## config.mk

```make
export PLATFORM = sky130hd
export DESIGN_NAME = spi_command_decoder
export DESIGN_NICKNAME = d
export VERILOG_FILES = /design/src/rtl/spi_cmd_pkg.sv /design/src/rtl/rising_edge_detector.sv /design/src/rtl/spi_cmd_regfile.sv /design/src/rtl/spi_command_decoder.sv
export SDC_FILE = /design/constraint.sdc
export NUM_CORES = 2
export LEC_CHECK = 0
export CAP_MARGIN = 0
export CORE_AREA = 2 2 477 479
export CTS_CLUSTER_SIZE = 16
export DETAILED_ROUTE_END_ITERATION = 8
export DIE_AREA = 0 0 479 481
export GPL_TIMING_DRIVEN = 0
export PLACE_DENSITY = 0.42
export SLEW_MARGIN = 15
export SYNTH_ARGS = -nofsm -noshare
export SYNTH_HDL_FRONTEND = slang
export SYNTH_SLANG_ARGS = --single-unit
```

## constraint.sdc

```tcl
create_clock -name clk -period 99 [get_ports clk]
set_input_delay 24.75 -clock clk [delete_from_list [all_inputs] [get_ports clk]]
set_output_delay 24.75 -clock clk [all_outputs]
set_load 0.1 [all_outputs]
```

## src/rtl/spi_cmd_pkg.sv

```systemverilog
// Shared opcodes, FSM states and header field positions for the SPI command decoder.
package spi_cmd_pkg;

  localparam logic [7:0] OP_NOP    = 8'h00;
  localparam logic [7:0] OP_WRITE  = 8'h01;
  localparam logic [7:0] OP_READ   = 8'h02;
  localparam logic [7:0] OP_STATUS = 8'h03;

  localparam int FIELD_BITS = 8;
  localparam int OPCODE_LSB = 56;
  localparam int ADDR_LSB   = 48;
  localparam int COUNT_LSB  = 40;

  typedef enum logic [1:0] {
    ST_IDLE,
    ST_WR_PAYLOAD,
    ST_RD_RESP
  } spi_cmd_state_t;

endpackage

```

## src/rtl/rising_edge_detector.sv

```systemverilog
// Rising-edge detector on a level input, with an optional two-flop synchronizer
// for inputs that arrive asynchronously to clk.
module rising_edge_detector #(
  parameter bit SYNC = 1'b0
) (
  input  logic clk,
  input  logic reset,
  input  logic sig,
  output logic rise
);

  logic synced;
  logic prev;

  generate
    if (SYNC) begin : g_sync
      logic [1:0] sync_q;
      always_ff @(posedge clk or posedge reset) begin
        if (reset) sync_q <= 2'b00;
        else       sync_q <= {sync_q[0], sig};
      end
      assign synced = sync_q[1];
    end else begin : g_direct
      assign synced = sig;
    end
  endgenerate

  always_ff @(posedge clk or posedge reset) begin
    if (reset) prev <= 1'b0;
    else       prev <= synced;
  end

  assign rise = synced & ~prev;

endmodule

```

## src/rtl/spi_cmd_regfile.sv

```systemverilog
// NUM_REGS x DATA_BITS register file: one synchronous write port, one
// asynchronous read port, and every entry exposed on a flattened bus.
module spi_cmd_regfile #(
  parameter int NUM_REGS  = 16,
  parameter int DATA_BITS = 64
) (
  input  logic                          clk,
  input  logic                          reset,
  input  logic                          we,
  input  logic [$clog2(NUM_REGS)-1:0]   waddr,
  input  logic [DATA_BITS-1:0]          wdata,
  input  logic [$clog2(NUM_REGS)-1:0]   raddr,
  output logic [DATA_BITS-1:0]          rdata,
  output logic [NUM_REGS*DATA_BITS-1:0] regs_flat
);

  logic [DATA_BITS-1:0] mem [NUM_REGS];

  always_ff @(posedge clk or posedge reset) begin
    if (reset) begin
      for (int i = 0; i < NUM_REGS; i++) mem[i] <= '0;
    end else if (we) begin
      mem[waddr] <= wdata;
    end
  end

  assign rdata = mem[raddr];

  generate
    for (genvar i = 0; i < NUM_REGS; i++) begin : g_flat
      assign regs_flat[DATA_BITS*i +: DATA_BITS] = mem[i];
    end
  endgenerate

endmodule

```

## src/rtl/spi_command_decoder.sv

```systemverilog
// Frames SPI words into header/payload commands, owns the register file and
// chooses the word shifted back to the host on the next transfer.
module spi_command_decoder
  import spi_cmd_pkg::*;
#(
  parameter int NUM_REGS  = 16,
  parameter int WORD_BITS = 64
) (
  input  logic                          clk,
  input  logic                          reset,
  input  logic                          cs,
  input  logic                          word_received,
  input  logic [WORD_BITS-1:0]          word_data_received,
  input  logic [WORD_BITS-1:0]          status_in,
  output logic [WORD_BITS-1:0]          word_send_data,
  output logic [NUM_REGS*WORD_BITS-1:0] regs_flat,
  output logic                          write_strobe,
  output logic [$clog2(NUM_REGS)-1:0]   write_addr,
  output logic [7:0]                    error_count
);

  localparam int ADDR_W = $clog2(NUM_REGS);

  logic                 word_rise;
  logic                 cs_rise;
  logic                 word_event;
  logic [WORD_BITS-1:0] data_q;

  spi_cmd_state_t       state, state_d;
  logic [ADDR_W-1:0]    wr_ptr, wr_ptr_d;
  logic [7:0]           remaining, remaining_d;
  logic [WORD_BITS-1:0] send_d;
  logic [7:0]           err_d;
  logic                 we;
  logic                 resp_loaded;
  logic [WORD_BITS-1:0] rd_data;

  logic [7:0]           opcode, hdr_addr, hdr_count, count_eff;
  logic                 addr_ok, hdr_bad;

  rising_edge_detector #(.SYNC(1'b0)) u_word_edge (
    .clk   (clk),
    .reset (reset),
    .sig   (word_received),
    .rise  (word_rise)
  );

  rising_edge_detector #(.SYNC(1'b1)) u_cs_edge (
    .clk   (clk),
    .reset (reset),
    .sig   (cs),
    .rise  (cs_rise)
  );

  always_ff @(posedge clk or posedge reset) begin
    if (reset) begin
      word_event <= 1'b0;
      data_q     <= '0;
    end else begin
      word_event <= word_rise;
      if (word_rise) data_q <= word_data_received;
    end
  end

  assign opcode    = data_q[OPCODE_LSB +: FIELD_BITS];
  assign hdr_addr  = data_q[ADDR_LSB +: FIELD_BITS];
  assign hdr_count = data_q[COUNT_LSB +: FIELD_BITS];
  assign count_eff = (hdr_count == 8'd0) ? 8'd1 : hdr_count;
  assign addr_ok   = ({1'b0, hdr_addr} < 9'(NUM_REGS));
  // Only WRITE and READ carry a register address worth range-checking.
  assign hdr_bad   = (opcode > OP_STATUS) ||
                     (((opcode == OP_WRITE) || (opcode == OP_READ)) && !addr_ok);

  spi_cmd_regfile #(.NUM_REGS(NUM_REGS), .DATA_BITS(WORD_BITS)) u_regfile (
    .clk       (clk),
    .reset     (reset),
    .we        (we),
    .waddr     (wr_ptr),
    .wdata     (data_q),
    .raddr     (hdr_addr[ADDR_W-1:0]),
    .rdata     (rd_data),
    .regs_flat (regs_flat)
  );

  always_ff @(posedge clk or posedge reset) begin
    if (reset) begin
      state          <= ST_IDLE;
      wr_ptr         <= '0;
      remaining      <= 8'd0;
      word_send_data <= '0;
      error_count    <= 8'd0;
      write_strobe   <= 1'b0;
      write_addr     <= '0;
    end else begin
      state          <= state_d;
      wr_ptr         <= wr_ptr_d;
      remaining      <= remaining_d;
      word_send_data <= send_d;
      error_count    <= err_d;
      write_strobe   <= we;
      if (we) write_addr <= wr_ptr;
    end
  end

  always_comb begin
    state_d     = state;
    wr_ptr_d    = wr_ptr;
    remaining_d = remaining;
    send_d      = word_send_data;
    err_d       = error_count;
    we          = 1'b0;
    resp_loaded = 1'b0;

    if (word_event) begin
      case (state)
        ST_IDLE: begin
          if (hdr_bad) begin
            err_d = (error_count == 8'hFF) ? error_count : error_count + 8'd1;
          end else begin
            case (opcode)
              OP_NOP: ;
              OP_WRITE: begin
                wr_ptr_d    = hdr_addr[ADDR_W-1:0];
                remaining_d = count_eff;
                state_d     = ST_WR_PAYLOAD;
              end
              OP_READ: begin
                send_d      = rd_data;
                resp_loaded = 1'b1;
                state_d     = ST_RD_RESP;
              end
              OP_STATUS: begin
                send_d      = status_in;
                resp_loaded = 1'b1;
                state_d     = ST_RD_RESP;
              end
              default: ;
            endcase
          end
        end
        ST_WR_PAYLOAD: begin
          we          = 1'b1;
          wr_ptr_d    = wr_ptr + 1'b1;
          remaining_d = remaining - 8'd1;
          if (remaining_d == 8'd0) state_d = ST_IDLE;
        end
        ST_RD_RESP: begin
          state_d = ST_IDLE;
        end
        default: begin
          state_d = ST_IDLE;
        end
      endcase
      if (!resp_loaded) send_d = {err_d, {(WORD_BITS-8){1'b0}}};
    end

    // A chip-select release abandons the frame after any same-cycle word is handled.
    if (cs_rise) begin
      state_d     = ST_IDLE;
      remaining_d = 8'd0;
      send_d      = {err_d, {(WORD_BITS-8){1'b0}}};
    end
  end

endmodule

```

## After elaboration in Yosys (flattened, before gate mapping)

Index checks and enable logic that the tools add are counted.
Widths: inputs -> output; s select.

| storage, ports and cells | value |
|---|---|
| word-level logic and storage cells | 109 |
| register bits after elaboration | 1184 |

| cells by class | value |
|---|---|
| $lt $le $gt $ge | 5 |
| multiplexer cells | 37 |
| bitwise logic cells | 6 |
| add/sub/neg operators | 3 |
| eq/ne operators | 14 |
| reduce and logical (&&, ||, !) cells | 16 |

Operators by type and width:

| kind | number |
|---|---|
| $bwmux 1024 | 1 |
| $mux 64 | 8 |
| $bmux 64 s4 | 1 |
| $demux 64 s4 | 1 |
| $pmux 64 s2 | 1 |
| $mux 8 | 9 |
| $eq 8x2->1 const B | 2 |
| $logic_not 8->1 | 2 |
| $pmux 8 s2 | 1 |
| $reduce_and 4->1 | 4 |
| $ne 3x3->1 const B | 5 |
| $ge 5x5->1 const B | 2 |
| $not 4->5 | 2 |
| $add 8x1->8 const B | 1 |
| $eq 8x1->1 const B | 1 |
| $eq 8x8->1 const B | 1 |
| $gt 8x2->1 const B | 1 |
| $lt 8x5->1 const B | 1 |
| $mux 2 | 4 |
| $mux 4 | 2 |
| $ne 4x4->1 const B | 2 |
| $pmux 2 s2 | 2 |
| $pmux 4 s2 | 1 |
| $sub 8x1->8 const B | 1 |
| other kinds (14) | 25 |

## Depth between registers and ports, before layout

| depth | value |
|---|---|
| depth after elaboration | 10 |
| mapped depth | 10 |
| depth with buffers taken out | 7 |

## Hierarchy

Synthesis repeated with hierarchy kept, for this count alone.

| unflattened totals | value |
|---|---|
| cells, all modules | 3452 |
| area, all modules | 53546.4 µm² |

By module, submodules not included:

| module | area an instance (µm²) | seq. area each (µm²) | times used | cells each |
|---|---|---|---|---|
| spi_cmd_regfile | 45940.3 | 25624.6 | 1 | 2780 |
| spi_command_decoder | 7470.9 | 3903.7 | 1 | 664 |
| rising_edge_detector at u_cs_edge | 92.6 | 75.1 | 1 | 5 |
| rising_edge_detector at u_word_edge | 42.5 | 25.0 | 1 | 3 |

## Worst setup path before layout

Ideal clock, no wire load.

| path | value |
|---|---|
| path type | input -> register |
| start | input port word_received |
| end | register data_q[31] |
| setup time | 125 ps |
| data arrival time | 26007 ps |
| setup slack | 72868 ps |
| required time | 98875 ps |
| buffers on the path | 2 |
| stages on the path | 4 |
| path through | nor2b_1 -> clkbuf_1 -> clkbuf_1 -> mux2_2 |

| on the way | value |
|---|---|
| longest elaborated chain between the ends | 1 |

RTL lines:

| what | RTL line | RTL |
|---|---|---|
| start: declaration | spi_command_decoder.sv:12 | `input logic word_received,` |
| $and 1x1->1 | rising_edge_detector.sv:33 | `assign rise = synced & ~prev;` |
| end signal: assignment | spi_command_decoder.sv:61 | `if (word_rise) data_q <= word_data_received;` |
| end: declaration | spi_command_decoder.sv:27 | `logic [WORD_BITS-1:0] data_q;` |

No other way between the ends.
A chain may end at the register's enable or synchronous reset.

## Final worst setup path

| path | value |
|---|---|
| start | register error_count[5] |
| end | output port error_count[5] |

RTL lines:

| what | RTL line | RTL |
|---|---|---|
| start: declaration | spi_command_decoder.sv:19 | `output logic [7:0] error_count` |
| start signal: assignment | spi_command_decoder.sv:99 | `error_count <= err_d;` |

No word-level cell between the ends.

==> metrics.md <==
| Metric | Value |
|---|---|
| CTS tree | done |
| Final Util | 0.334 |
| Gr usage total | 0.255 |
| CP delay by family, top | buffers and inverters |
| Commonest cells after routing, fill and taps aside | clkdlybuf4s50_1 (1,210), dfrtp_1 (1,184), mux2_2 (1,096), mux4_2 (256), clkbuf_1 (163) |
| Gate Count Post-Synth | 3,540 |
| Antenna violations before repair | 47 |
| Fin area | 0.0754 sq mm |
| Synth unique cells | 73 |
| Highest fanout seen on the critical path | 8 |
| Final worst setup slack | 71.58 ns |
| Clock insertion delay at the later pin of the skew report | 0.80 ns |
| Die height | ~480 um |
| Clock Path Buffers | 3 |
| Worst IR Drop VDD | 0.0144 mV |
| Clock Sinks | 1,184 |
| Critical path arrival | 2.67 ns |
| IO Port Bufs | roughly 1,200 |
| Clock Tree Root | clkbuf_16 |
| Status | finished clean |
| Sw Ratio | 0.294 |
| DRT Wirelength | 299,000 um |
| Syn Std Cell Area | 0.0538 sq mm |
| Critical path cell sequence | clkdlybuf4s50_1 |
| Post-synth EDFFs | 0 |
| P_int | 0.869 mW |
| Setup repair after global routing missed its margin | no |
| Initial Util | 0.238 |
| Prevailing post-synth register cell | dfrtp_1 |
| Comb power frac | 0.127 |
| DIE WIDTH | 479 um |
| Post-Syn Nets | 3,679 |
| R2R setup slack | 94.68 ns |
| CTS Buf Count | 154 |
| Die ar. | 0.230 sq mm |
| First-pass GRT wire length | 398,000 um |
| Io pins | around 1,200 |
| Max-slew violation count | 0 |
| Area after DPL | slightly above 0.07 sq mm |
| Routability Congestion | 0.833 |
| Commonest non-fill, non-tap cell in the layout | clkdlybuf4s50_1 |
| Hold path depth | 0 |
| Worst Tran Pin Value | 1.27 ns |
| Clock share of power | 0.463 |
| Hold Fails Final Rpt | 0 |
| Async set-reset flop share out of synthesis | 1.00 |
| DR top layer | met5 |
| Worst Path Buf+Inv | 1 |
| Worst-path clk slew | 0.06 ns |
| WL per Instance | between 30 and 40 um |
| CP max stage delay | 1.31 ns |
| Kind of critical path | flop to output port |
| Final non-filler cell total | 8,090 |
| Area occupied by multi-input gates | about 0.022 sq mm |
| Fin crit period | 27.42 ns |
| Final setup viols | 0 |
| Cts repair resizes | 0 |
| Crit. End Element | output port |
| PD cells | 16.3 mW/mm^2 |
| Storage cell area | 0.0296 sq mm |
| DRC errors left | 0 |
| Core area | 0.226 sq mm |
| Wl on met1 | 122,000 um |
| Initial DRC count | 2,299 |
| R2R Path Start | data_q[51]$_DFFE_PP0P_ |
| Leakage power | 33.8 nW |
| H-tree levels | 4 |
| NumNets Final | approximately 5,100 |
| R2R cell count | 9 |
| Worst path slowest cell | clkdlybuf4s50_1 |
| Via count | 39,300 |
| Register area share after synthesis | 0.550 |
| Worst slack, placed | 70.68 ns |
| Min-delay worst type | flop to flop |
| Row count | 175 |
| WL met2 | 146,000 um |
| Final Cycle Share | 0.277 |
| CTS Hold Bufs | 0 |
| Syn. warnings | 0 |
| Number of antenna-violating nets in the routed design | 0 |
| Number of synthesized register bits | about 1,200 |
| Final TNS setup | 0 ns |
| Layout area overhead | 40.2% |
| Filler cell count | 22,400 |
| Pre-Repair DR Iteration Count | 5 |
| Clock skew | 0.0334 ns |
| CP Depth | 1 |
| Pin count of the biggest net entering global routing | 100 |
| Mean Syn Cell Area | 15.2 sq um |
| Worst EP required | 74.25 ns |
| Via/cell ratio | 4.85 |
| Max Freq | 0.0365 GHz |
| Placed cell count | 7,801 |
| Worst Setup EP | error_count[5] |
| Switch Pwr | 0.362 mW |
| Share of post-route cells with drive strength above 1 | 0.368 |
| Detail Placement HPWL | 227,000 um |
| Number of global-route vias before repair | between 40,000 and 50,000 |
| Post-CTS setup repair buffer count | 0 |
| Slew HR | 0.149 |
| FF-to-FF End | word_send_data[2]$_DFFE_PP0P_ |
| Max_cap viols | 0 |
| Grt ovf | 0 |
| Startpoint types | flop |
| Power share of the sequential group | 0.409 |
| CP Launch Point | error_count[5]$_DFF_PP0_ |
| Met3 Wirelength | 24,500 um |
## power by group through the flow
stage / clock (mW) / sequential (mW) / combinational (mW)
2_1_floorplan: 0 / 0.533 / 0.0633
3_3_place_gp: 0 / 0.514 / 0.158
3_5_place_dp: 0 / 0.512 / 0.161
4_1_cts: 0.586 / 0.504 / 0.161
5_1_grt: 0.604 / 0.505 / 0.165
6_report: 0.570 / 0.504 / 0.157
## cell type report
cell class                      instances  area share
Inverter                               14    0.000796
Clock inverter                         33     0.00529
Tap cell                             3009      0.0499
Clock buffer                          241      0.0612
Buffer                                323      0.0245
Timing Repair Buffer                 1252       0.169
Multi-Input combinational cell       2019       0.296
Sequential cell                      1184       0.393
Antenna cell                           15    0.000498
## worst min path at each step
stage                                               startpoint                              endpoint  slack (ns)
final                     u_cs_edge.g_sync.sync_q[0]$_DFF_PP0_  u_cs_edge.g_sync.sync_q[1]$_DFF_PP0_        0.36
after global routing      u_cs_edge.g_sync.sync_q[0]$_DFF_PP0_  u_cs_edge.g_sync.sync_q[1]$_DFF_PP0_        0.37
after CTS                 u_cs_edge.g_sync.sync_q[0]$_DFF_PP0_  u_cs_edge.g_sync.sync_q[1]$_DFF_PP0_        0.36
after detailed placement  u_cs_edge.g_sync.sync_q[0]$_DFF_PP0_  u_cs_edge.g_sync.sync_q[1]$_DFF_PP0_        0.34
after global placement    u_cs_edge.g_sync.sync_q[0]$_DFF_PP0_  u_cs_edge.g_sync.sync_q[1]$_DFF_PP0_        0.35
after floorplan           u_cs_edge.g_sync.sync_q[0]$_DFF_PP0_  u_cs_edge.g_sync.sync_q[1]$_DFF_PP0_        0.33
## layer usage
| metal | track usage | vias to the layer above |
|---|---|---|
| met1 | 0.314 | 21400 |
| met4 | 0.0606 | 20 |
| met3 | 0.0845 | 293 |
| met2 | 0.429 | 1479 |
| met5 | 0 | - |
| li1 | - | 16100 |
## stage by stage
step,hold WS (ns),power [mW]
floorplan,0.331,0.596
global placement,0.345,0.672
detailed placement,0.342,0.673
CTS,0.360,1.25
global route,0.366,1.27
finish,0.360,1.23
## worst reg2reg max path: stages (launching register included)
cell and delay (ns):
dfrtp_1 0.45, buf_2 0.58, buf_4 0.46, buf_4 0.38, buf_2 0.72, clkbuf_1 1.01
nand2_1 0.19, a21oi_1 0.19, a21oi_1 0.10, o21ai_1 0.19
## flip-flops by register name, summed over array words and instances, names as in the netlist
| signal | flops |
|---|---|
| u_regfile.regs_flat | 1024 |
| data_q | 64 |
| word_send_data | 64 |
| error_count | 8 |
| remaining | 8 |
| wr_ptr | 4 |
| write_addr | 4 |
| state | 2 |
| u_cs_edge.g_sync.sync_q | 2 |
| u_cs_edge.prev | 1 |
| u_word_edge.prev | 1 |
| word_event | 1 |
| write_strobe | 1 |
## cells in the mapped netlist, types with 3 or more instances
cell type | n | area (sq um)
a21oi_1 | 132 | 661
nor4_1 | 5 | 31.3
o21ai_1 | 41 | 205
clkbuf_1 | 123 | 462
mux2_1 | 51 | 574
a211oi_1 | 4 | 30.0
buf_1 | 19 | 71.3
buf_6 | 58 | 653
o31ai_2 | 4 | 50.1
nor2b_1 | 6 | 37.5
a22oi_1 | 57 | 428
buf_2 | 113 | 566
and3_1 | 7 | 43.8
inv_2 | 3 | 11.3
dfrtp_1 | 1184 | 29600
and2_1 | 7 | 43.8
o31a_1 | 3 | 26.3
buf_4 | 9 | 67.6
o211ai_1 | 5 | 37.5
a221oi_1 | 3 | 26.3
nand4_1 | 4 | 25.0
nor2_1 | 31 | 116
mux2_2 | 1096 | 12300
or2_2 | 4 | 25.0
inv_1 | 11 | 41.3
mux2i_1 | 14 | 140
o21ai_0 | 34 | 170
o211ai_2 | 5 | 62.6
a211o_1 | 4 | 35.0
a41oi_1 | 3 | 26.3
nand3_1 | 9 | 45.0
nand2_4 | 9 | 101
ha_1 | 7 | 87.6
a31oi_1 | 8 | 50.1
o21a_1 | 3 | 22.5
nand2_1 | 138 | 518
nand2b_1 | 6 | 37.5
nor3_1 | 16 | 80.1
mux4_2 | 256 | 5770
xor2_1 | 3 | 26.3
## logic make-up after synthesis
family,Yosys count,share of synthesized area
muxes,1417,0.350
adders and majority gates,7,0.00163
AOI/OAI and AO/OA,331,0.0387
and+or+nand+nor,259,0.0236
xor gates and xnor gates,5,0.000953
buffers and inverters,337,0.0351
DFF,1184,0.550
Note: power is estimated with default switching activity, not from simulation.
